$ cat config.mk
export PLATFORM = sky130hd
export DESIGN_NAME = full_adder
export DESIGN_NICKNAME = d
export VERILOG_FILES = /design/src/rtl/full_adder.sv
export SDC_FILE = /design/constraint.sdc
export NUM_CORES = 1
export LEC_CHECK = 0
export ABC_AREA = 1
export BUFFER_PORTS_ARGS = -buffer_cell sky130_fd_sc_hd__buf_2
export CAP_MARGIN = 20
export CORE_AREA = 8 8 45 47
export DETAILED_ROUTE_END_ITERATION = 10
export DIE_AREA = 0 0 53 55
export HOLD_SLACK_MARGIN = 0.15
export SLEW_MARGIN = 40
export SYNTH_ARGS = -nofsm -noshare
export SYNTH_HDL_FRONTEND = slang
export SYNTH_SLANG_ARGS = --single-unit
$ cat constraint.sdc
create_clock -name clk -period 0.8 [get_ports clk]
set_input_delay 0.16 -clock clk [delete_from_list [all_inputs] [get_ports clk]]
set_output_delay 0.16 -clock clk [all_outputs]
set_load 0.01 [all_outputs]
$ cat src/rtl/full_adder.sv
// Registered WIDTH-bit ripple-carry adder: {carry,sum} = a + b + c_in.
// Latency: exactly 1 cycle from in_valid to out_valid; one operation per cycle.
// Backpressure: none; every qualified input is accepted and produces one result.
module full_adder #(
  parameter int WIDTH = 1
) (
  input  logic             clk,
  input  logic             rst_n,
  input  logic             in_valid,
  input  logic [WIDTH-1:0] a,
  input  logic [WIDTH-1:0] b,
  input  logic             c_in,
  output logic [WIDTH-1:0] sum,
  output logic             carry,
  output logic             out_valid
);

  logic [WIDTH-1:0] sum_nxt;
  logic             carry_nxt;
  logic             rip;

  // Ripple chain: per-bit full-adder equations, carry walking from LSB to MSB.
  // The running carry is a blocking temporary so the chain stays one flat cone.
  always_comb begin
    sum_nxt = '0;
    rip     = c_in;
    for (int i = 0; i < WIDTH; i++) begin
      sum_nxt[i] = a[i] ^ b[i] ^ rip;
      rip        = (a[i] & b[i]) | (a[i] & rip) | (b[i] & rip);
    end
    carry_nxt = rip;
  end

  // Output registers: load on in_valid, hold otherwise; valid is a one-cycle echo.
  always_ff @(posedge clk or negedge rst_n) begin
    if (!rst_n) begin
      sum       <= '0;
      carry     <= 1'b0;
      out_valid <= 1'b0;
    end else begin
      out_valid <= in_valid;
      if (in_valid) begin
        sum   <= sum_nxt;
        carry <= carry_nxt;
      end
    end
  end

endmodule

==> results of run 1 <==
==> report_power, final <==
group	internal, mW	leakage [nW]	switching [mW]	total (mW)
Clock	0.187	0.0150	0.0738	0.260
Sequential	0.168	0.0360	0.00686	0.175
Combinational	0.0366	0.0705	0.0375	0.0741
==> Yosys cell counts <==
cell     n
nand2_1  6
dfrtp_1  3
inv_1    1
fa_1     1
==> logic make-up after synthesis <==
family                     after synthesis
buffers and inverters                    1
adders and majority gates                1
and+or+nand+nor                          6
DFF                                      3
==> registers in the layout (all words and copies together) (netlist names) <==
signal / flops
carry: 1
out_valid: 1
sum: 1
==> final cells by class <==
class                      instances  area, µm²
clock buffer                       4       26.3
fill                             159       1160
inverter                           1       3.75
multi-input combinational          7       42.5
sequential                         3       75.1
tap                               16       20.0
timing repair buffer              10       60.1
==> timing repair <==
item,in CTS,in global routing
resized for setup,0,0
pin swaps,0,0
endpoints found under the hold margin,4,0
setup endpoints to repair,3,3
hold buffers,2,0
==> routing by layer <==
metal,share of wire [%],up-vias,GRT usage [%]
li1,-,59,-
met1,41,47,2.90
met2,42,8,3.52
met3,17,0,1.60
met4,0,0,7.76
met5,0,-,0
==> worst max-delay path by stage <==
stage,end,startpoint,slack [ns]
6_report,carry,carry$_DFFE_PN0P_,-0.1
2_1_floorplan,sum$_DFFE_PN0P_,c_in,-0.02
5_1_grt,carry,carry$_DFFE_PN0P_,-0.13
3_3_place_gp,sum$_DFFE_PN0P_,c_in,-0.18
3_5_place_dp,sum$_DFFE_PN0P_,c_in,-0.19
4_1_cts,carry,carry$_DFFE_PN0P_,-0.11
==> metrics by stage <==
stage	utilization [%]	TNS (ns)	hold WS, ns
after detailed placement	13.1	-0.325	-0.0405
after CTS	16.5	-0.305	0.173
after global placement	13.1	-0.301	-0.0434
final	16.5	-0.257	0.182
after floorplan	-	-0.0247	-0.136
after global routing	16.5	-0.345	0.195
==> summary.md, run 1 <==
| Metric | Value |
|---|---|
| Final setup violation count | `3` |
| Via/cell ratio | `about 2.8` |
| FF+latch count, synth | `3` |
| Grt ovf | `0` |
| Vias | `114` |
| Global-route wire length before repair | `586 µm` |
| CTS Buffer Depth | `2` |
| Overall Power | `0.510 mW` |
| CTS tree | `built` |
| Die Height | `55 µm` |
| Sequential fraction of the synthesis area | `61.9%` |
| Dpl ws | `-0.187 ns` |
| Area fraction of the dominant cell type after synthesis | `around three fifths` |
| Final Skew | `0 ns` |
| Worst-Skew Late Latency | `0.23 ns` |
| Simple-Gate Fraction of Synth Area | `18.6%` |
| Multiplexer area fraction after synthesis | `0%` |
| Initial antenna violation count | `0` |
| Largest net degree at the start of global routing | `5` |
| RSZ-0062 raised after global routing | `true` |
| GR Util All Layers | `around 3.3%` |
| DRT iter0 DRCs | `1` |
| Critical R2R Launch | `sum$_DFFE_PN0P_` |
| ANT nets after route | `0` |
| # placed instances | `35` |
| Total Wirelength | `373 µm` |
| Antenna Cells | `0` |
| Worst-path cell with the longest stage delay | `dfrtp_1` |
| Final worst setup slack | `-0.0968 ns` |
| Share of layout cells above drive strength 1 | `44.0%` |
| Fin crit share | `112%` |
| Reg clk slew, reported paths | `0.04 ns` |
| Final hold viol count | `0` |
| Fmax achieved | `between 1000 and 1500 MHz` |
| Hold Path Class | `in -> reg` |
| Worst-margin pin slew | `roughly 0.090 ns` |
| Area growth syn-to-layout | `87.6%` |
| Final instance area | `228 µm²` |
| Top post-synthesis cells by area | `dfrtp_1, nand2_1, fa_1` |
| Synth Instances | `11` |
| Port Buf Inserts | `8` |
| WHS Endpoint | `carry$_DFFE_PN0P_` |
| R2R Setup Slk | `0.20 ns` |
| CTS sink cnt | `3` |
| CP top delay family | `flip-flops` |
| Drt drc | `0` |
| Synth cell types | `4` |
| CORE AREA | `1380 µm²` |
| # H-tree levels | `1` |
| Critical path required time | `0.64 ns` |
| Die W | `53 µm` |
| Row count | `14` |
| CP max stage delay | `around 0.37 ns` |
| Violated checks | `setup timing` |
| Hold Path Stages | `3` |
| Dpl cell area | `181 µm²` |
| Pins Over Slew Limit | `0` |
| Worst vdd ir | `0.234 mV` |
| CTS buffer count | `3` |
| Total iterations of the first detailed-routing run | `4` |
| Beginning of the worst hold path | `in_valid` |
| Final net count | `33` |
| Syn nets | `18` |
| Largest family of logic cells by synthesized area | `simple AND/OR/NAND/NOR gates` |
| Syn Area/Cell | `11.0 µm²` |
| Crit path buffers/inverters | `1` |
| YS warnings | `0` |
| Maximum capacitance violations | `0` |
| Die ar. | `between 2000 and 3000 µm²` |
| Crit path DAT | `0.74 ns` |
| Leading area contributor after synthesis | `dfrtp_1` |
| Worst-path cell chain | `buf_2` |
| PD cells | `approximately 2200 nW/µm²` |
| Post-CTS setup buffers | `0` |
| Most frequent cells in the layout | `buf_2, nand2_1, dfrtp_1, clkbuf_4, dlygate4sd3_1` |
| Starting density of the core | `8.77%` |
| CP Capture Type | `primary output` |
| Synthesized area | `121 µm²` |
| Reg2reg end | `sum$_DFFE_PN0P_` |
| LEAKAGE | `0.122 nW` |
| XOR/XNOR Fraction of Synth Area | `0%` |
| Clk root buf | `clkbuf_4` |
| Crit. path cell count | `1` |
| Adder-Cell Fraction of Synth Area | `16.5%` |
| Final Instance Count excl. Fillers | `41` |
| Max_slew headroom | `a little over nine tenths` |
| Average wire per standard cell | `about 9.1 µm` |
| Final GP Congestion | `0.671` |
| Commonest non-fill, non-tap cell in the layout | `buf_2` |
| Post-layout min period | `0.897 ns` |
| Post-synthesis compound-gate area fraction | `0%` |
| # IOs | `9` |
| Status | `finished with violations` |
| R2R depth | `2` |
| Max FO, Critical Path | `2` |
| Crit path kind | `reg -> out` |
| Number of global-route vias before repair | `147` |
| Crit path launch type | `flop` |
Note: power is estimated with default switching activity, not from simulation.
==> run 2, diff against run 1 <==
==> constraint.sdc (replaced) <==
create_clock -name clk -period 0.8 [get_ports clk]
set_input_delay 0.12 -clock clk [delete_from_list [all_inputs] [get_ports clk]]
set_output_delay 0.12 -clock clk [all_outputs]
set_load 0.01 [all_outputs]
==> summary.md, run 2 (same netlist as run 1, synthesis figures left out) <==
| Metric | Value |
|---|---|
| CTS Buffer Depth | `2` |
| Worst-margin pin slew | `0.125 ns` |
| Clk root buf | `clkbuf_4` |
| Max FO, Critical Path | `2` |
| Violated checks | `setup timing` |
| Pins Over Slew Limit | `0` |
| Final hold viol count | `0` |
| Number of global-route vias before repair | `154` |
| Drt drc | `0` |
| # IOs | `9` |
| Fmax achieved | `1170 MHz` |
| ANT nets after route | `0` |
| Final GP Congestion | `0.663` |
| Area growth syn-to-layout | `89.7%` |
| Post-CTS setup buffers | `0` |
| Crit path kind | `reg -> out` |
| Dpl ws | `-0.144 ns` |
| Reg clk slew, reported paths | `0.04 ns` |
| Die W | `53 µm` |
| LEAKAGE | `0.130 nW` |
| Grt ovf | `0` |
| Sequential power share | `34.2%` |
| Crit path buffers/inverters | `1` |
| RSZ-0062 raised after global routing | `true` |
| CORE AREA | `1380 µm²` |
| Critical path required time | `0.68 ns` |
| Switching share of power | `between 20 and 25%` |
| Via/cell ratio | `2.73` |
| Die Height | `between 50 and 60 µm` |
| Worst-path cell chain | `buf_2` |
| Total iterations of the first detailed-routing run | `2` |
| PD cells | `2210 nW/µm²` |
| Final Skew | `0 ns` |
| Final instance area | `230 µm²` |
| Post-layout min period | `between 0.8 and 0.9 ns` |
| Average wire per standard cell | `8.39 µm` |
| Worst-path cell with the longest stage delay | `dfrtp_1` |
| Internal power | `0.392 mW` |
| Vias | `approximately 110` |
| CP max stage delay | `0.36 ns` |
| Starting density of the core | `between 8 and 9%` |
| Part of the power in combinational logic | `between 10 and 15%` |
| Crit path DAT | `0.73 ns` |
| Row count | `14` |
| Fin crit share | `107%` |
| Crit path launch type | `flop` |
| DRT iter0 DRCs | `1` |
| Maximum capacitance violations | `0` |
| R2R Setup Slk | `roughly 0.21 ns` |
| CTS buffer count | `3` |
| CTS tree | `built` |
| Clk pwr share | `51.1%` |
| Share of layout cells above drive strength 1 | `between 40% and 50%` |
| Die ar. | `2920 µm²` |
| Worst vdd ir | `0.287 mV` |
| Largest regs | `carry x1, out_valid x1, sum x1` |
| Final worst setup slack | `-0.0530 ns` |
| Most frequent cells in the layout | `buf_2, nand2_1, dfrtp_1, clkbuf_4` |
| Total Wirelength | `344 µm` |
| Commonest non-fill, non-tap cell in the layout | `buf_2` |
| Global-route wire length before repair | `about 570 µm` |
| Largest net degree at the start of global routing | `4` |
| Final setup violation count | `3` |
| Switch Pwr | `0.117 mW` |
| CTS sink cnt | `3` |
| Dpl cell area | `about 180 µm²` |
| Hold Path Class | `in -> reg` |
| GR Util All Layers | `3.28%` |
| Antenna Cells | `0` |
| Max_slew headroom | `91.7%` |
| Worst-Skew Late Latency | `around 0.23 ns` |
| Final net count | `33` |
| Initial antenna violation count | `0` |
| Status | `finished with violations` |
| Port Buf Inserts | `8` |
| CP Capture Type | `primary output` |
| CP top delay family | `flip-flops` |
| # H-tree levels | `1` |
run 2: final timing paths:
kind,start,endpoint,depth (start not counted)
max reg2reg,carry$_DFFE_PN0P_,carry$_DFFE_PN0P_,2
max,carry$_DFFE_PN0P_,carry,1
min in group asynchronous,rst_n,sum$_DFFE_PN0P_,2
min,in_valid,sum$_DFFE_PN0P_,4
min reg2reg,sum$_DFFE_PN0P_,sum$_DFFE_PN0P_,2
max in group asynchronous,rst_n,carry$_DFFE_PN0P_,2
run 2: final cells by class:
| cell class | count | area [µm²] |
|---|---|---|
| Fill cell | 158 | 1150 |
| Sequential cell | 3 | 75.1 |
| Timing Repair Buffer | 10 | 62.6 |
| Multi-Input combinational cell | 7 | 42.5 |
| Clock buffer | 4 | 26.3 |
| Tap cell | 16 | 20.0 |
| Inverter | 1 | 3.75 |
run 2: what timing repair did:
action,CTS,global route
endpoints found under the hold margin,6,0
hold buffers,3,0
cloned,0,0
resized for setup,0,1
endpoints found under the setup margin,3,5
run 2: metal layers:
layer | part of all wire [%] | routed length [µm] | global-route usage [%] | vias to the layer above
li1 | - | - | - | 59
met4 | 0 | 0 | 7.76 | 0
met5 | 0 | 0 | 0 | -
met3 | 16 | 54 | 2.67 | 0
met2 | 42 | 145 | 2.93 | 8
met1 | 42 | 145 | 2.60 | 45
run 2: metrics by stage:
stage / power (mW) / util [%] / TNS, ns / hold WS, ns / cells
2_1_floorplan: 0.203 / - / 0 / -0.176 / 11
3_3_place_gp: 0.242 / 13.1 / -0.231 / -0.0835 / 35
3_5_place_dp: 0.244 / 13.1 / -0.243 / -0.0822 / 35
4_1_cts: 0.533 / 17.2 / -0.178 / 0.203 / 42
5_1_grt: 0.539 / 16.6 / -0.195 / 0.184 / 41
6_report: 0.509 / 16.6 / -0.125 / 0.154 / 41
run 2: power groups by stage:
stage | combinational [mW] | sequential [mW] | clock (mW)
2_1_floorplan | 0.0178 | 0.185 | 0
3_3_place_gp | 0.0666 | 0.176 | 0
3_5_place_dp | 0.0677 | 0.176 | 0
4_1_cts | 0.0790 | 0.174 | 0.280
5_1_grt | 0.0855 | 0.175 | 0.279
6_report | 0.0746 | 0.174 | 0.260
